`src/rtl/bcd_down_timer.sv`:
```
// Multi-digit BCD down counter with borrow cascade and optional mm:ss digit.
// Define BCD_TIMER_SATURATE_EN to hold at zero instead of wrapping to all-MAX.
module bcd_down_timer #(
  parameter int unsigned DIGITS = 4,
  parameter bit          MMSS   = 1'b1
) (
  input  logic                  clock,
  input  logic                  clrn,
  input  logic                  loadn,
  input  logic                  enable,
  input  logic [4*DIGITS-1:0]   data,
  output logic [4*DIGITS-1:0]   count,
  output logic                  zero,
  output logic                  tc,
  output logic                  done,
  output logic                  load_err
);

  localparam int unsigned W = 4 * DIGITS;

  // Largest legal value of digit i: the tens-of-seconds digit is mod-6 in mm:ss mode
  function automatic logic [3:0] digit_max(input int unsigned i);
    return (MMSS && (i == 1)) ? 4'd5 : 4'd9;
  endfunction

  logic [W-1:0] dec_count;
  logic [W-1:0] load_count;
  logic [W-1:0] count_nxt;
  logic         clamp_any;
  logic         done_nxt;
  logic         err_nxt;

  assign zero = (count == '0);
  assign tc   = enable && zero;

  // Decrement with ripple borrow; an all-zero count naturally wraps to all-MAX
  always_comb begin : decrement
    logic borrow;
    dec_count = count;
    borrow    = 1'b1;
    for (int unsigned i = 0; i < DIGITS; i++) begin
      if (borrow) begin
        dec_count[4*i +: 4] = (count[4*i +: 4] == 4'd0) ? digit_max(i)
                                                        : count[4*i +: 4] - 4'd1;
      end
      borrow = borrow && (count[4*i +: 4] == 4'd0);
    end
  end

  // Clamp out-of-range preset digits to their maximum and flag the event
  always_comb begin : load_clamp
    load_count = data;
    clamp_any  = 1'b0;
    for (int unsigned i = 0; i < DIGITS; i++) begin
      if (data[4*i +: 4] > digit_max(i)) begin
        load_count[4*i +: 4] = digit_max(i);
        clamp_any            = 1'b1;
      end
    end
  end

  // Counting has priority over loading; load is discarded while enable is high
  always_comb begin : next_state
    count_nxt = count;
    done_nxt  = 1'b0;
    err_nxt   = 1'b0;
    if (enable) begin
`ifdef BCD_TIMER_SATURATE_EN
      if (!zero) begin
        count_nxt = dec_count;
      end
`else
      count_nxt = dec_count;
`endif
      done_nxt = !zero && (dec_count == '0);
    end else if (!loadn) begin
      count_nxt = load_count;
      err_nxt   = clamp_any;
    end
  end

  always_ff @(posedge clock or negedge clrn) begin
    if (!clrn) begin
      count    <= '0;
      done     <= 1'b0;
      load_err <= 1'b0;
    end else begin
      count    <= count_nxt;
      done     <= done_nxt;
      load_err <= err_nxt;
    end
  end

endmodule
```
`config.mk`:
```
export PLATFORM = sky130hd
export DESIGN_NAME = bcd_down_timer
export DESIGN_NICKNAME = d
export VERILOG_FILES = /design/src/rtl/bcd_down_timer.sv
export SDC_FILE = /design/constraint.sdc
export NUM_CORES = 1
export LEC_CHECK = 0
export BUFFER_PORTS_ARGS = -buffer_cell sky130_fd_sc_hd__buf_2
export CAP_MARGIN = 20
export CELL_PAD_IN_SITES_DETAIL_PLACEMENT = 1
export CELL_PAD_IN_SITES_GLOBAL_PLACEMENT = 1
export CORE_ASPECT_RATIO = 1.1
export CORE_MARGIN = 5
export CORE_UTILIZATION = 35
export CTS_CLUSTER_DIAMETER = 200
export DETAILED_ROUTE_END_ITERATION = 16
export GPL_TIMING_DRIVEN = 0
export PLACE_DENSITY_LB_ADDON = 0.1
export SKIP_CTS_REPAIR_TIMING = 1
export SLEW_MARGIN = 40
export SYNTH_ARGS = -nofsm -noshare
export SYNTH_HDL_FRONTEND = slang
export SYNTH_SLANG_ARGS = --single-unit
```
`constraint.sdc`:
```
create_clock -name clock -period 2.08 [get_ports clock]
set_input_delay 0.208 -clock clock [delete_from_list [all_inputs] [get_ports clock]]
set_output_delay 0.208 -clock clock [all_outputs]
set_load 0.02 [all_outputs]
```
# After elaboration in Yosys (flattened, before gate mapping)
# Cells that the tools add are included.
[totals]
out_inout_bits = 20
wordCells = 43
ff_bits = 18
inputBits = 20
[op_classes]
n_lt_le_gt_ge = 4
add_sub_neg = 4
n_reduce_logical = 11
mux = 20
n_eq_ne = 1
[op_table]
columns = ["cell", "count"]
rows = [
  ["$mux 4", 11],
  ["$logic_not 16->1", 2],
  ["$mux 16", 2],
  ["$logic_not 4->1", 4],
  ["$sub 4x1->4 const B", 4],
  ["$gt 4x4->1 const B", 3],
  ["$mux 1", 7],
  ["$gt 4x3->1 const B", 1],
  ["$logic_and 1x1->1", 4],
  ["$ne 2x1->1 const B", 1],
  ["$logic_not 1->1", 1],
]

# Logic depth before layout (Yosys ltp)
# Gate-level depths: netlist (run 1).
[depth]
depth_word = 7
mapped_depth = 7
ltp_nobuf = 4

# Least setup slack after synthesis (run 1)
# Ideal clock, no wire load.
[synth_path]
kind = "reg-to-reg"
start = "register count[3]"
end = "register count[8]"
required_ps = 1949
slack_ps = 179
path_stages_with_launch = 5
setup_ps = 131
arrival_time_ps = 1770
path_cell_list = "dfrtp_1 nor4_4 nand3_1 o311a_1 or3_1"
[synth_between]
elab_chain_cells = 4
[synth_lines]
columns = ["element", "line", "source"]
rows = [
  ["start: declaration", "12", "output logic [4*DIGITS-1:0] count,"],
  ["start signal: assignment", "88", "count <= count_nxt;"],
  ["$logic_not 4->1", "46", "borrow = borrow && (count[4*i +: 4] == 4'd0);"],
  ["$logic_and 1x1->1", "46", ""],
  ["$mux 4", "42", "if (borrow) begin"],
  ["$mux 16", "67", "if (enable) begin"],
]
# Every way passes these cells.
# A chain may end at the register's enable or synchronous reset.

# Worst setup path in the final report (run 1)
[layout_path]
start = "register count[10]"
end = "output port tc"
[layout_between]
elab_chain_cells = 2
[layout_lines]
columns = ["element", "line", "source"]
rows = [
  ["$logic_not 16->1", "33", "assign zero = (count == '0);"],
  ["$logic_and 1x1->1", "34", "assign tc = enable && zero;"],
  ["end: declaration", "14", "output logic tc,"],
]
# Every way passes these cells.

==> flow_metrics.tcl, run 1 <==
set metrics [dict create \
    status "finished, final reports clean" \
    p_leak_nw 0.6100 \
    start_util 0.3580 \
    drive_above_1_share 0.3148 \
    yosysWarnings 0 \
    antenna_cells 0 \
    routedWlPerCell_um 17.04 \
    synth_top_cell_area_share 0.4201 \
    ir_drop_uv 421.5 \
    r2r_slack_ns 0.15 \
    die_width_um 62.78 \
    fin_tns_setup_ns 0 \
    synth_top_cell_by_area "dfrtp_1" \
    cts_tree "yes" \
    worst-setup-path-type "reg2out" \
    overflow 0 \
    die-area_um2 4272 \
    syn_area_um2 1072 \
    cp.arrival_ns 1.74 \
    worstHoldStart "data[5]" \
    syn_inst 118 \
    io_pins 40 \
    grt_pass1_wl_um 5664 \
    drtAntennaViolNets 0 \
    fp.dieH_um 68.05 \
    rows 21 \
    setup_viol 0 \
    dr.pass1.iters 4 \
    vias 1100 \
    required_ns 1.87 \
    grt_max_degree 19 \
    place_hpwl_um 2537 \
    synth_seq_area_share 0.4201 \
    finalCritPeriodShare 0.9376 \
    timing.rr.start "count[6]" \
    crit_path_end_kind "primary output" \
    power_w 0.001119 \
    final.min_clock_period_ns 1.950 \
    slew_headroom 0.6703 \
    drc_errors 0 \
    core_area_um2 2995 \
    maxCapViolCount 0 \
    worst_pin_slew_ns 0.4946 \
    clock_skew_ns 0.006558 \
    syn-num-nets 138 \
    reg2reg_to "count[13]" \
    antenna_found_initial 0 \
    nets 184 \
    avgSynthCellArea_um2 9.087 \
    reg2reg_depth 4 \
    whs_path_depth 3 \
    final_cell_mix "38 x buf_2, 18 x dfrtp_1, 12 x nor2_1" \
    drt_iter0_drc 25 \
    rsz0062_at_grt "no" \
    synth-seq-cells 18 \
    fin_util 0.4582 \
    cts_max_level 1 \
    n_fill_cell 383 \
    holdWs_ns 0.1333 \
    power_per_cell_area_nw_per_um2 815.0 \
    fmax_mhz 512.8 \
    clk_latency_ns 0.30 \
    io_buffers 38 \
    ys_types 40 \
    cp_max_fo 9 \
    gp_congestion 0.7432 \
    cts-root-buf "clkbuf_4" \
    slew_violations 0 \
    clock_path_buffers 2 \
    clk_pin_slew_ns 0.11 \
    grt_usage 0.1675 \
    clock_sinks 18 \
    hold_viol 0 \
    synthTopCellsByArea "dfrtp_1 42%, nor2_1 4.2%, nor4_4 4.0%, o21ai_0 3.7%, nand2_1 3.5%" \
    area_growth_pct 28.01 \
    grt_pass1_vias 1180 \
    final_common_cell "buf_2" \
    min_to "count[5]" \
    vias_per_cell 5.612 \
    numCtsBuffers 3 \
    crit_start "count[10]" \
    start_kind "register" \
    wl_um 3340 \
    hold_path_class "in2reg" \
]
[Yosys cell counts]
| cell | instances |
|---|---|
| dfrtp_1 | 18 |
| nor2_1 | 12 |
| nand2_1 | 10 |
| o21ai_0 | 8 |
| clkbuf_1 | 5 |
| nor3b_1 | 5 |
| inv_1 | 4 |
| nand3_1 | 4 |
| nor2b_1 | 4 |
| or3_1 | 4 |
| a21oi_1 | 3 |
| a31oi_1 | 3 |
| a32oi_1 | 3 |
| nor3_1 | 3 |
| a211oi_1 | 2 |
| nand4_1 | 2 |
| nor4_1 | 2 |
| nor4_4 | 2 |
| o211ai_1 | 2 |
| or4_1 | 2 |
| a211o_1 | 1 |
| a21o_1 | 1 |
| a221o_1 | 1 |
| a22oi_1 | 1 |
| a41oi_1 | 1 |
| buf_4 | 1 |
| mux2i_1 | 1 |
| nand2b_1 | 1 |
| nand3_2 | 1 |
| nand3b_1 | 1 |
| nand4b_1 | 1 |
| o211a_1 | 1 |
| o221ai_1 | 1 |
| o22a_2 | 1 |
| o22ai_1 | 1 |
| o2bb2ai_1 | 1 |
| o311a_1 | 1 |
| o311ai_0 | 1 |
| or2_1 | 1 |
| or3b_2 | 1 |
[worst max-delay path by stage]
| stage | endpoint | cells after the start |
|---|---|---|
| floorplan | count[8] | 4 |
| global placement | count[8] | 4 |
| detailed placement | count[8] | 4 |
| CTS | tc | 4 |
| global route | zero | 4 |
| finish | tc | 5 |
[critical path: stages, from the launching register on]
cell and delay, ns:
dfrtp_1 0.39, clkbuf_1 0.21, nor4_4 0.36, nand3_1 0.18
nor2_1 0.12, buf_2 0.17
[logic make-up (layout without fill, tap and decap cells)]
family                 count (synthesis)  after routing  synth area share
buffers and inverters                 10             54           0.03851
DFF                                   18             18            0.4201
and+or+nand+nor                       56             56            0.3127
AOI/OAI and AO/OA                     33             33            0.2194
muxes                                  1              1          0.009335
[power by group]
part | leakage [nW] | total [W] | switching, W | internal, W
clock | 0.0138 | 0.000183 | 0.000116 | 0.0000675
sequential | 0.220 | 0.000528 | 0.000115 | 0.000413
combinational | 0.376 | 0.000408 | 0.000244 | 0.000164
total | 0.610 | 0.00112 | 0.000474 | 0.000644
[cell type report]
cell class                      instances  area (um^2)  area share
Clock buffer                            3        22.52     0.01641
Buffer                                  6        26.28     0.01914
Multi-Input combinational cell         90        600.6      0.4376
Tap cell                               34        42.54     0.03099
Inverter                                4        15.01     0.01094
Sequential cell                        18        450.4      0.3282
Timing Repair Buffer                   41        215.2      0.1568
[sequential cells by signal (all words and copies together) (netlist names)]
signal,flops
done,1
count,16
load_err,1
[stage by stage]
step | setup slack (ns) | instances | area (um^2)
2_1_floorplan | 0.1790 | 118 | 1072
3_3_place_gp | -0.01746 | 190 | 1305
3_5_place_dp | -0.02597 | 190 | 1305
4_1_cts | -0.1374 | 193 | 1328
5_1_grt | 0.01654 | 196 | 1373
6_report | 0.1299 | 196 | 1373
[layer usage]
metal	track usage	wire, um	vias up
met5	0	0	-
met4	0.05570	41	0
met3	0.03284	138	4
met2	0.2979	1641	26
met1	0.2046	1518	535
li1	-	-	535
Note: power is estimated with default switching activity, not from simulation.
==> inputs of run 2 (changes only) <==
- BUFFER_PORTS_ARGS: -buffer_cell sky130_fd_sc_hd__buf_2 -> unset
- CORE_UTILIZATION: 35 -> 44
- DONT_BUFFER_PORTS: unset -> 1
- REMOVE_ABC_BUFFERS: unset -> 1
- TNS_END_PERCENT: unset -> 100
==> run 2 against run 1 <==
Net effect:
- count of clock-buffer cells in the layout up 1
- register-to-register slack worse by 0.08 ns
- sequential share of layout area up 4.9 points
- highest routed layer unchanged
- critical endpoint is now count[8]
- wire length down 5.6%
- first-iteration DRC count up 12%
- die area down 17%
- critical path type is now reg2reg
- largest cell class unchanged
- design area down 12%
- via count down 11%
- core utilization up 6.5 points
- setup slack worse by 0.057 ns
==> flow_metrics.tcl, run 2 (same netlist as run 1, synthesis figures left out) <==
set metrics [dict create \
    status "finished, final reports clean" \
    worst_pin_slew_ns 0.8538 \
    core_area_um2 2297 \
    largest-register "count" \
    fp.dieH_um 61.78 \
    place_hpwl_um 2265 \
    finalCritPeriodShare 0.9650 \
    final.min_clock_period_ns 2.007 \
    combinationalPowerShare 0.208 \
    slew_violations 0 \
    final_cell_mix "16 x dfrtp_1, 10 x nand2_1, 9 x nor2_1" \
    io_buffers 0 \
    grt_max_degree 21 \
    fmax_mhz 498.2 \
    gp_congestion 0.7109 \
    dr.pass1.iters 3 \
    clock_skew_ns 0.006863 \
    fin_tns_setup_ns 0 \
    clk_latency_ns 0.30 \
    swShare 0.4176 \
    cp_max_fo 8 \
    routedWlPerCell_um 20.87 \
    power.switching_w 0.0004530 \
    area_growth_pct 12.14 \
    internal_power_w 0.0006316 \
    p_clk_frac 0.207 \
    cts_tree "yes" \
    nets 142 \
    clock_path_buffers 2 \
    drt_iter0_drc 28 \
    required_ns 2.26 \
    reg_top3 "count (16), done (1), load_err (1)" \
    fin_util 0.5234 \
    rsz0062_at_grt "no" \
    die-area_um2 3526 \
    grt_pass1_vias 1009 \
    vias 979 \
    p_seq_frac 0.585 \
    grt_pass1_wl_um 4899 \
    start_util 0.4668 \
    io_pins 40 \
    wl_um 3152 \
    hold_viol 0 \
    grt_usage 0.1849 \
    rows 18 \
    antenna_cells 0 \
    maxCapViolCount 0 \
    drtAntennaViolNets 0 \
    largest_reg_flops 16 \
    die_width_um 57.07 \
    drc_errors 0 \
    power_per_cell_area_nw_per_um2 902.1 \
    clk_pin_slew_ns 0.11 \
    hold_path_class "in2reg" \
    drive_above_1_share 0.1570 \
    worst-setup-path-type "reg2reg" \
    final_common_cell "dfrtp_1" \
    antenna_found_initial 0 \
    cp.arrival_ns 2.19 \
    setup_viol 0 \
    p_leak_nw 0.4534 \
    ir_drop_uv 670.1 \
    clock_sinks 18 \
    numCtsBuffers 3 \
    overflow 0 \
    vias_per_cell 6.483 \
    cts-root-buf "clkbuf_4" \
    cts_max_level 1 \
    crit_path_end_kind "register" \
    slew_headroom 0.4289 \
    start_kind "register" \
]
==> run 2: per-stage QoR <==
stage | std cells | setup slack, ns | total power (W) | hold WS [ns] | cell area, um^2
6_report | 151 | 0.07271 | 0.001085 | 0.0007795 | 1202
5_1_grt | 151 | 0.006475 | 0.001146 | 0.01310 | 1202
4_1_cts | 146 | -0.3023 | 0.001047 | -0.4207 | 1120
3_5_place_dp | 142 | -0.1101 | 0.0008260 | -0.08691 | 1084
3_3_place_gp | 142 | -0.08748 | 0.0008112 | -0.08703 | 1084
2_1_floorplan | 112 | 0.1791 | 0.0007555 | -0.08759 | 1046
==> run 2: routing by layer <==
layer	track usage	routed length, um	vias to the layer above	share of wire
met5	0	0	-	0
met4	0.1060	90	0	0.029
met3	0.04959	202	8	0.064
met2	0.3132	1538	31	0.49
met1	0.2152	1322	484	0.42
li1	-	-	456	-
==> run 2: final cells by class <==
type,instances,area [um^2]
clock buffer,4,36.28
fill,281,1095
inverter,4,15.01
multi-input combinational,90,618.1
sequential,18,452.9
tap,30,37.54
timing repair buffer,5,42.54
==> run 2: final timing paths <==
kind | start | to | slack [ns] | cells after the start
worst max-delay path | count[4] | count[8] | 0.07 | 4
max in group asynchronous | clrn | count[7] | 1.05 | 1
worst max register to register | count[4] | count[8] | 0.07 | 4
worst min-delay path | enable | count[10] | 0.0008 | 1
worst min register to register | count[7] | count[7] | 0.67 | 1
min in group asynchronous | clrn | load_err | 0.45 | 1
==> run 2: power by group through the flow <==
stage               registers (W)  clock network (W)  logic, W
finish                   0.000635           0.000224  0.000226
floorplan                0.000597                  0  0.000158
detailed placement       0.000636                  0  0.000190
global placement         0.000628                  0  0.000183
CTS                      0.000628           0.000227  0.000191
global route             0.000651           0.000244  0.000251
==> run 2: critical path: stages (launching register included) <==
cell	delay (ns)
dfrtp_1	0.51
nor4_4	0.44
nand3_2	0.29
o311a_1	0.35
or3_1	0.30
==> inputs of run 3 (changes only) <==
==> constraint.sdc (replaced) <==
create_clock -name clock -period 2.08 [get_ports clock]
set_input_delay 0.208 -clock clock [delete_from_list [all_inputs] [get_ports clock]]
set_output_delay 0.208 -clock clock [all_outputs]
set_load 0.005 [all_outputs]
==> run 3 against run 2 <==
Net effect:
- the run now ends with hold timing left
- sequential share of layout area up 1.2 points
- via count down 0.20%
- design area down 3.6%
- die area unchanged
- wire length down 0.60%
- global-route usage unchanged
- clock power about the same
- non-clock buffer count down 2
- setup slack better by 0.045 ns
- maximum frequency up 2.3%
- register-to-register slack better by 0.04 ns
- sequential cell count unchanged
- critical endpoint unchanged
- largest power group unchanged
==> flow_metrics.tcl, run 3 (same netlist as run 1, synthesis figures left out) <==
set metrics [dict create \
    status "finished, violations left" \
    violations "hold timing" \
    fin_util 0.5044 \
    antenna_cells 0 \
    clk_latency_ns 0.30 \
    io_pins 40 \
    largest-register "count" \
    final_common_cell "dfrtp_1" \
    grt_usage 0.1849 \
    final_cell_mix "18 x dfrtp_1, 12 x nor2_1, 10 x nand2_1" \
    wl_um 3133 \
    vias 977 \
    numCtsBuffers 3 \
    gp_congestion 0.7109 \
    r2r_slack_ns 0.12 \
    cp.arrival_ns 2.15 \
    routedWlPerCell_um 21.03 \
    required_ns 2.27 \
    overflow 0 \
    ir_drop_uv 570.0 \
    core_area_um2 2297 \
    drtAntennaViolNets 0 \
    die-area_um2 3526 \
    combinationalPowerShare 0.212 \
    dr.pass1.iters 4 \
    rsz0062_at_grt "no" \
    area_growth_pct 8.051 \
    clock_path_buffers 2 \
    grt_pass1_vias 1009 \
    vias_per_cell 6.557 \
    hold_path_class "in2reg" \
    antenna_found_initial 0 \
    slew_violations 0 \
    holdWs_ns -0.002293 \
    setup_viol 0 \
    finalCritPeriodShare 0.9436 \
    drt_iter0_drc 24 \
    reg_top3 "count (16), done (1), load_err (1)" \
    clk_pin_slew_ns 0.11 \
    power.switching_w 0.0003688 \
    p_leak_nw 0.4428 \
    rows 18 \
    p_seq_frac 0.558 \
    largest_reg_flops 16 \
    worst-setup-path-type "reg2reg" \
    slew_headroom 0.4360 \
    cts_max_level 1 \
    power_per_cell_area_nw_per_um2 853.8 \
    place_hpwl_um 2265 \
    cts-root-buf "clkbuf_4" \
    fp.dieH_um 61.78 \
    start_util 0.4668 \
    die_width_um 57.07 \
    swShare 0.3728 \
    clock_sinks 18 \
    internal_power_w 0.0006204 \
    nets 140 \
    start_kind "register" \
    crit_path_end_kind "register" \
    drc_errors 0 \
    cp_max_fo 8 \
    cts_tree "yes" \
    grt_max_degree 21 \
    p_clk_frac 0.229 \
    drive_above_1_share 0.1008 \
    hold_viol 1 \
    final.min_clock_period_ns 1.963 \
    worst_pin_slew_ns 0.8432 \
    maxCapViolCount 0 \
    grt_pass1_wl_um 4899 \
    clock_skew_ns 0.004250 \
    io_buffers 0 \
    fmax_mhz 509.5 \
]
## run 3: changes by cell type in the layout (fill, tap and decap cells not counted), moves of 2 or more
cell / change
dfrtp_1: +2
dfrtp_2: -2
nor2_1: +3
nor2_4: -2
buf_4: -2
## run 3: final timing paths
kind | depth (start not counted) | from | end
setup / recovery | 4 | count[2] | count[8]
hold / removal | 1 | enable | count[10]
setup reg to reg | 4 | count[2] | count[8]
hold reg to reg | 2 | count[1] | count[1]
max in group asynchronous | 1 | clrn | count[7]
min in group asynchronous | 1 | clrn | load_err
## run 3: layout make-up
cell class | instances | area (um^2)
clock buffer | 4 | 36.28
fill | 286 | 1139
inverter | 4 | 15.01
multi-input combinational | 90 | 591.8
sequential | 18 | 450.4
tap | 30 | 37.54
timing repair buffer | 3 | 27.53
## run 3: critical path: stages, from the launching register on
cell     delay [ns]
dfrtp_1        0.50
nor4_4         0.43
nand3_2        0.27
o311a_1        0.34
or3_1          0.30
## run 3: power by group through the flow
stage          logic, W  clock network (W)  registers (W)
2_1_floorplan  0.000159                  0       0.000523
3_3_place_gp   0.000183                  0       0.000555
6_report       0.000210           0.000227       0.000552
4_1_cts        0.000191           0.000227       0.000555
3_5_place_dp   0.000190                  0       0.000562
5_1_grt        0.000236           0.000243       0.000570
## run 3: through the flow
| step | worst slack [ns] | cells | instance area (um^2) | power, W | setup TNS, ns |
|---|---|---|---|---|---|
| floorplan | 0.2546 | 112 | 1046 | 0.0006817 | 0 |
| global placement | -0.01228 | 142 | 1084 | 0.0007374 | -0.01228 |
| detailed placement | -0.03484 | 142 | 1084 | 0.0007521 | -0.03484 |
| CTS | -0.07169 | 146 | 1120 | 0.0009731 | -0.1139 |
| global route | 0.02401 | 149 | 1159 | 0.001049 | 0 |
| finish | 0.1174 | 149 | 1159 | 0.0009893 | 0 |
## run 3: metal layers
layer | up-vias | global-route usage | share of wire
li1 | 453 | - | -
met1 | 486 | 0.2152 | 0.42
met2 | 30 | 0.3132 | 0.48
met5 | - | 0 | 0
met4 | 0 | 0.1060 | 0.029
met3 | 8 | 0.04959 | 0.064
